`src/rtl/rx_pkt_scheduler.sv`:
```
// Packet scheduler for the rx channel/command FIFOs: picks one eligible source,
// starts the packet builder, and holds the selection until pkt_done or watchdog abort.
module rx_pkt_scheduler #(
    parameter int NUM_CHAN = 1,
    parameter int CMD_PRIO = 1,
    parameter int TIMEOUT  = 1023
) (
    input  logic              rxclk,
    input  logic              reset,
    input  logic [NUM_CHAN:0] chan_empty,
    input  logic [NUM_CHAN:0] chan_enable,
    input  logic              have_space,
    input  logic              pkt_done,
    input  logic              clear_status,
    output logic [3:0]        rd_select,
    output logic              start,
    output logic              busy,
    output logic [15:0]       grant_count,
    output logic              timeout_err
);

    localparam int         NUM_SRC = NUM_CHAN + 1;
    localparam logic [3:0] CMD_IDX = 4'(NUM_CHAN);
    localparam logic [9:0] WD_LAST = 10'(TIMEOUT - 1);

    typedef enum logic [1:0] {
        ST_IDLE      = 2'd0,
        ST_GRANT     = 2'd1,
        ST_WAIT_DONE = 2'd2,
        ST_HOLDOFF   = 2'd3
    } state_t;

    state_t      state_q;
    logic [3:0]  rd_select_q;
    logic [3:0]  last_q;
    logic        start_q;
    logic        busy_q;
    logic        timeout_err_q;
    logic [15:0] grant_count_q;
    logic [9:0]  wd_cnt_q;

    logic [15:0] elig_s;
    logic [15:0] scan_s;
    logic [3:0]  win_s;
    logic        win_valid_s;
    logic        upd_last_s;
    logic [4:0]  idx_s;

    // Winner selection: command priority override, else round-robin after last_q.
    always_comb begin
        elig_s      = 16'(chan_enable & ~chan_empty);
        scan_s      = elig_s;
        win_s       = 4'd0;
        win_valid_s = 1'b0;
        upd_last_s  = 1'b0;
        idx_s       = 5'd0;
        if (CMD_PRIO != 0) begin
            scan_s[CMD_IDX] = 1'b0;
        end else begin
            scan_s = elig_s;
        end
        if ((CMD_PRIO != 0) && elig_s[CMD_IDX]) begin
            win_s       = CMD_IDX;
            win_valid_s = 1'b1;
        end else begin
            // Scan farthest-first so the nearest eligible index overwrites the result.
            for (int k = NUM_SRC; k >= 1; k--) begin
                idx_s = {1'b0, last_q} + 5'(k);
                if (idx_s >= 5'(NUM_SRC)) begin
                    idx_s = idx_s - 5'(NUM_SRC);
                end else begin
                    idx_s = idx_s;
                end
                if (scan_s[idx_s[3:0]]) begin
                    win_s       = idx_s[3:0];
                    win_valid_s = 1'b1;
                    upd_last_s  = 1'b1;
                end else begin
                    win_s = win_s;
                end
            end
        end
    end

    // Scheduler FSM with registered outputs and watchdog.
    always_ff @(posedge rxclk) begin
        if (reset) begin
            state_q       <= ST_IDLE;
            rd_select_q   <= 4'd0;
            last_q        <= CMD_IDX;
            start_q       <= 1'b0;
            busy_q        <= 1'b0;
            timeout_err_q <= 1'b0;
            grant_count_q <= 16'd0;
            wd_cnt_q      <= 10'd0;
        end else begin
            start_q <= 1'b0;
            // A set later in this block overrides the clear.
            if (clear_status) begin
                timeout_err_q <= 1'b0;
            end
            case (state_q)
                ST_IDLE: begin
                    if (have_space && win_valid_s) begin
                        rd_select_q <= win_s;
                        if (upd_last_s) begin
                            last_q <= win_s;
                        end
                        start_q <= 1'b1;
                        busy_q  <= 1'b1;
                        state_q <= ST_GRANT;
                    end
                end
                ST_GRANT: begin
                    grant_count_q <= grant_count_q + 16'd1;
                    wd_cnt_q      <= 10'd0;
                    state_q       <= ST_WAIT_DONE;
                end
                ST_WAIT_DONE: begin
                    if (pkt_done) begin
                        state_q <= ST_HOLDOFF;
                    end else if (wd_cnt_q == WD_LAST) begin
                        timeout_err_q <= 1'b1;
                        state_q       <= ST_HOLDOFF;
                    end else begin
                        wd_cnt_q <= wd_cnt_q + 10'd1;
                    end
                end
                ST_HOLDOFF: begin
                    busy_q  <= 1'b0;
                    state_q <= ST_IDLE;
                end
                default: begin
                    busy_q  <= 1'b0;
                    state_q <= ST_IDLE;
                end
            endcase
        end
    end

    assign rd_select   = rd_select_q;
    assign start       = start_q;
    assign busy        = busy_q;
    assign grant_count = grant_count_q;
    assign timeout_err = timeout_err_q;

endmodule
```
`config.mk`:
```
export PLATFORM = sky130hd
export DESIGN_NAME = rx_pkt_scheduler
export DESIGN_NICKNAME = d
export VERILOG_FILES = /design/src/rtl/rx_pkt_scheduler.sv
export SDC_FILE = /design/constraint.sdc
export NUM_CORES = 1
export LEC_CHECK = 0
export ABC_AREA = 1
export CAP_MARGIN = 30
export CORE_MARGIN = 2
export CORE_UTILIZATION = 53
export DETAILED_ROUTE_END_ITERATION = 7
export PLACE_DENSITY = 0.77
export SYNTH_ARGS = -nofsm -noshare
export SYNTH_HDL_FRONTEND = slang
export SYNTH_SLANG_ARGS = --single-unit
```
`constraint.sdc`:
```
create_clock -name rxclk -period 2.7 [get_ports rxclk]
set_clock_uncertainty 0.15 [all_clocks]
set_input_delay 0.81 -clock rxclk [delete_from_list [all_inputs] [get_ports rxclk]]
set_output_delay 0.81 -clock rxclk [all_outputs]
set_load 0.02 [all_outputs]
```
Word-level counts from Yosys, hierarchy flattened
Cells that the tools add are included.

operators by class
  bitwise operators = 3
  add/sub/neg operators = 6
  shifts and indexed selects = 0
  multipliers = 0
  order comparisons = 4
  divide/modulo/power cells = 0
  equality and inequality tests = 8
  reductions and logical operators = 10
  mux-type cells = 29

operators by type and width
  kind                                                                                  count
  4-bit 2-to-1 mux                                                                      7
  10-bit 2-to-1 mux                                                                     2
  10-bit one-hot mux with 2 select lines                                                1
  16-bit by 1-bit adder with 16-bit output (second input constant)                      1
  2-bit by 16-bit bitwise AND with 16-bit output                                        1
  2-bit inverter with 16-bit output                                                     1
  1-bit 2-to-1 mux                                                                      12
  10-bit by 1-bit adder with 10-bit output (second input constant)                      1
  10-bit == test (second input constant)                                                1
  5-bit by 2-bit greater-or-equal comparator with 1-bit output (second input constant)  2
  4-bit by 5-bit less-than comparator with 1-bit output (second input constant)         2
  1-bit binary-select mux with 4-bit select                                             2
  2-bit one-hot mux with 4 select lines                                                 1
  4-bit by 2-bit subtractor with 4-bit output (second input constant)                   2
  2-bit 2-to-1 mux                                                                      3
  2-bit inequality test (second input constant)                                         3
  2-bit AND reduction                                                                   3
  3-bit AND reduction                                                                   2
  4-bit by 1-bit adder with 5-bit output (second input constant)                        1
  4-bit by 2-bit adder with 5-bit output (second input constant)                        1
  2-bit == test (second input constant)                                                 2
  2-bit nonzero test                                                                    2
  3-bit inequality test (second input constant)                                         1
  2-bit by 1-bit == test with 1-bit output (second input constant)                      1
  other kinds (5)                                                                       5

word-level totals
  output and inout bits = 23
  latch bits = 0
  logic and storage cells = 68
  input bits = 9
  ROM bits = 0
  RAM bits = 0
  register bits = 39
  memories kept = 0

Logic depth before layout (Yosys ltp)
  word-level depth = 12
  gate-level depth with buffers = 16
  gate-level depth less buffers = 16

Worst setup path before layout
OpenSTA, ideal clock, no wires.

  path kind = reg-to-reg
  start = reg last_q[1]
  end = reg state_q[0]
  stages on the path, launching flop included = 15
  data arrival time = 1699 ps
  setup time = 115 ps
  slack = 736 ps
  data required time = 2435 ps
  period minus slack after synthesis = 1964 ps
  path through = dfxtp_1 -> inv_1 -> ha_1 -> inv_1 -> ha_1 -> inv_1 -> nand3_1 -> nand2_1 -> inv_1 -> nand3_1 -> nand3_2 -> nand2_1 -> nand2_1 -> a21oi_1 -> nor2_1

between the ends
  cells in the longest elaborated chain, start to end = 12

ends and longest elaborated chain
  element                                                                                                                      RTL line  RTL
  start: declaration                                                                                                           35        logic [3:0] last_q;
  start signal: assignment                                                                                                     107       last_q <= win_s;
  4-bit by 2-bit adder with 5-bit output                                                                                       68        idx_s = {1'b0, last_q} + 5'(k);
  4-bit by 2-bit subtractor with 4-bit output or 5-bit by 2-bit greater-or-equal comparator with 1-bit output (tied branches)  70, 69
  4-bit 2-to-1 mux                                                                                                             69        if (idx_s >= 5'(NUM_SRC)) begin
  4-bit 2-to-1 mux                                                                                                             62        if ((CMD_PRIO != 0) && elig_s[CMD_IDX]) begin
  1-bit binary-select mux with 4-bit select                                                                                    74        if (scan_s[idx_s[3:0]]) begin
  1-bit 2-to-1 mux (implied by the code)                                                                                       74
  1-bit 2-to-1 mux                                                                                                             74
  1-bit 2-to-1 mux *                                                                                                           74
  1-bit 2-to-1 mux *                                                                                                           62
  1-bit logical AND *                                                                                                          104       if (have_space && win_valid_s) begin
  2-bit inequality test (no line) *                                                                                            n/a
  2-bit AND reduction (no line) *                                                                                              n/a
  end signal: assignment                                                                                                       111       state_q <= ST_GRANT;
  end signal: assignment                                                                                                       117       state_q <= ST_WAIT_DONE;
  end signal: assignment                                                                                                       121       state_q <= ST_HOLDOFF;
  end: declaration                                                                                                             33        state_t state_q;

Mark *: on every way between the ends. The rest lies on a longest branch, timed or not. The select of a mux whose other input is x is not followed.
A chain may end at the register's enable or synchronous reset.

Final worst setup path
  start = reg grant_count_q[8] (netlist: grant_count[8])
  end = out grant_count[8]

RTL lines
  element                   RTL line  RTL
  start: declaration        39        logic [15:0] grant_count_q;
  start signal: assignment  115       grant_count_q <= grant_count_q + 16'd1;
  end: declaration          18        output logic [15:0] grant_count,

No word-level cell between the ends.

==> impl_metrics.csv <==
group,metric,value,unit
cells_and_area,seq_area,781,um^2
synth,avgSynthCellArea,7.07,um^2
sta,drv_slew,0,
synth,synth_top_cell_by_area,"dfxtp_1",
cells_and_area,diodes,0,
placed_design,placedCellCount,370,
worst_setup_path,crit_end,"grant_count[8]",
synth,synth.most_common_cell,"nand2_1",
worst_setup_path,crit_chain,"clkdlybuf4s50_1",
worst_setup_path,crit_start,"grant_count[8]",
clocking,cts_tree,"built",
grt,grt_use_total,20.5,%
power,combPwrFrac,27.0,%
drt,wire_per_inst,10.5,um
worst_setup_path,r2r_cells,14,
drt,first_pass_iters,4,
worst_setup_path,rr_endpoint,"state_q[0]",
clocking,cts-root-buf,"clkbuf_8",
synth,ys_seq_area_share,37.8,%
worst_setup_path,crit_required,1.74,ns
power,p_leak,1.11,nW
floorplanning,die_w,66.4,um
cells_and_area,drive_gt1_share,9.09,%
drt,vias_per_cell,5.03,
power,intPower,942,uW
floorplanning,pin_count,32,
worst_setup_path,cp_top_family,"buffers and inverters",
synth,synthTopCellsByArea,"dfxtp_1 38%, nand2_1 11%, inv_1 8.6%",
grt,grt-ovfl-total,0,
clocking,cts.sinks,39,
grt,grt_max_degree,22,
sta,setup_viol,0,
placed_design,gp_congestion,0.806,
hold_path,hold_path.class,"register to register",
drt,first_iter_violations,87,
drt,finalWirelength,3.99,mm
clocking,path_clk_slew,0.07,ns
worst_setup_path,cp.depth,1,
synth,syn-num-nets,315,
power,power_frac_seq,46.4,%
drt,drc,0,
cells_and_area,fin_cells,378,
floorplanning,die_h,66.4,um
worst_setup_path,critPathLaunchType,"register",
worst_setup_path,crit_arrival,1.33,ns
synth,synth_top_cells_by_count,"63 x nand2_1, 47 x inv_1, 39 x dfxtp_1, 27 x nor2_1, 23 x a21oi_1",
synth,yosysWarnings,0,
worst_setup_path,critPathMaxStageDelay,0.63,ns
worst_setup_path,r2r-start,"last_q[1]",
worst_setup_path,regToRegSetupSlack,0.51,ns
power,p_switching,472,uW
cells_and_area,fin_nets,352,
synth,postSynthCellCount,292,
status,status,"finished clean",
grt,grt_antenna_before_repair,0,
synth,synth_area,2060,um^2
cells_and_area,synthToLayoutAreaGrowth,22.1,%
power,vdd_drop_max,296,uV
sta,worst_slew_pin_slew,0.367,ns
synth,ys.flop_type,"dfxtp_1",
clocking,cts_resized,0,
flow_run,maxCapViolations,0,
sta,fin_crit_sh,84.7,%
worst_setup_path,crit_path_end_kind,"output port",
power,p_clk_share,26.6,%
sta,max_freq,437,MHz
worst_setup_path,worst-path-buf-inv,1,
sta,rsz0062_at_grt,"false",
power,p_per_area,562,nW/um^2
floorplanning,die_area,4410,um^2
grt,grt_pass1_wl,7.04,mm
floorplanning,start_util,55.9,%
synth,synthArstFlopShare,0,%
worst_setup_path,crit_type,"register to output port",
clocking,cts_made_buffers,5,
grt,grt_pass1_vias,1736,
sta,relSlewSlack,75.3,%
clocking,cts_buffer_depth,2,
power,switching_share,33.4,%
worst_setup_path,slowest_stage,"clkdlybuf4s50_1",
synth,synth.ff_latch_count,39,
placed_design,port_buffers,31,
placed_design,dp_hpwl,3.06,mm
synth,ys_types,28,
drt,num_vias,1902,
clocking,hold_buffers,0,
clocking,cts.htree.levels,2,
synth,synth_enable_flop_cells,0,
clocking,clkLatencyLatePin,0.28,ns
cells_and_area,multi_input_area,1060,um^2
sta,min_period,2.29,ns
sta,finalHoldViolCount,0,
floorplanning,core,3690,um^2
floorplanning,rows,22,
drt,ant_nets,0,
synth,synth_top_area_share,37.8,%
cells_and_area,fillers,358,
clocking,post-cts-setup-buffer-count,0,
worst_setup_path,cp_max_fo,5,
sta,setup_tns,0,ns
[how the worst min path moves through the flow]
stage,endpoint,from,cells past startpoint,slack [ns]
after floorplan,wd_cnt_q[0],wd_cnt_q[0],1,0.31
after global placement,rd_select[0],rd_select[0],2,0.28
after detailed placement,rd_select[0],rd_select[0],2,0.29
after CTS,rd_select[0],rd_select[0],2,0.30
after global routing,rd_select[1],rd_select[1],2,0.33
final,rd_select[0],rd_select[0],2,0.29
[power groups by stage]
stage | Combinational (mW) | Sequential [mW] | Clock [mW]
floorplan | 0.254 | 0.682 | 0
global placement | 0.374 | 0.668 | 0
detailed placement | 0.387 | 0.669 | 0
CTS | 0.387 | 0.657 | 0.391
global route | 0.440 | 0.662 | 0.415
finish | 0.383 | 0.656 | 0.376
[registers in the layout, summed over array words and instances (netlist names)]
name	cells
rd_select	4
start	1
busy	1
last_q	4
grant_count	16
wd_cnt_q	10
timeout_err	1
state_q	2
[routing by layer]
metal,share of wire [%],track usage (%)
met5,0,0
met2,47,33.9
met3,4.4,4.43
met1,47,25.4
met4,1.7,8.93
[worst register-to-register path, cell delays in order, from the launching register on]
cell and delay, ns:
dfxtp_1 0.45, inv_1 0.10, ha_1 0.33, inv_1 0.05, ha_1 0.18, inv_1 0.07, nand3_1 0.07, nand2_1 0.06
inv_1 0.04, nand3_1 0.09, nand3_2 0.11, nand2_1 0.07, nand2_1 0.11, a21oi_1 0.15, nor2_1 0.06
[through the flow]
step	cell area, um^2	power, mW	setup slack (ns)	hold WS, ns	util, %
CTS	2520	1.44	0.387	0.302	68.3
finish	2520	1.41	0.412	0.295	68.3
global route	2520	1.52	0.296	0.331	68.3
detailed placement	2440	1.06	0.319	0.292	66.1
floorplan	2060	0.936	0.736	0.312	-
global placement	2440	1.04	0.371	0.284	66.1
[placed cells by master, fill, tap and decap left out, drive strengths merged, types with 3 or more instances in the layout]
cell / instances
clkbuf: 7
nand2: 66
nor3: 15
nand4: 7
o21ai: 7
dfxtp: 39
nand3: 22
o21a: 3
a21oi: 23
inv: 54
nor2: 31
ha: 14
clkdlybuf4s50: 31
[cell families (layout without fill, tap and decap cells)]
kind of cell | count (synthesis) | in the layout | synth area share (%)
AND/OR/NAND/NOR | 145 | 145 | 33.7
buffers and inverters | 58 | 96 | 10.6
flip-flops | 39 | 39 | 37.8
AO/OA/AOI/OAI | 35 | 35 | 8.98
adder cells (fa/ha/maj) | 14 | 14 | 8.49
XOR/XNOR | 1 | 1 | 0.425
[area by class of cell]
cell class / instances / area share, %
well taps: 48 / 2.38
inverters: 55 / 8.20
multi-input cells: 195 / 42.3
flip-flops and latches: 39 / 31.0
clock buffers: 7 / 3.03
repair buffers: 33 / 12.9
clock inverters: 1 / 0.199
Power figures use the tool's default switching activity.
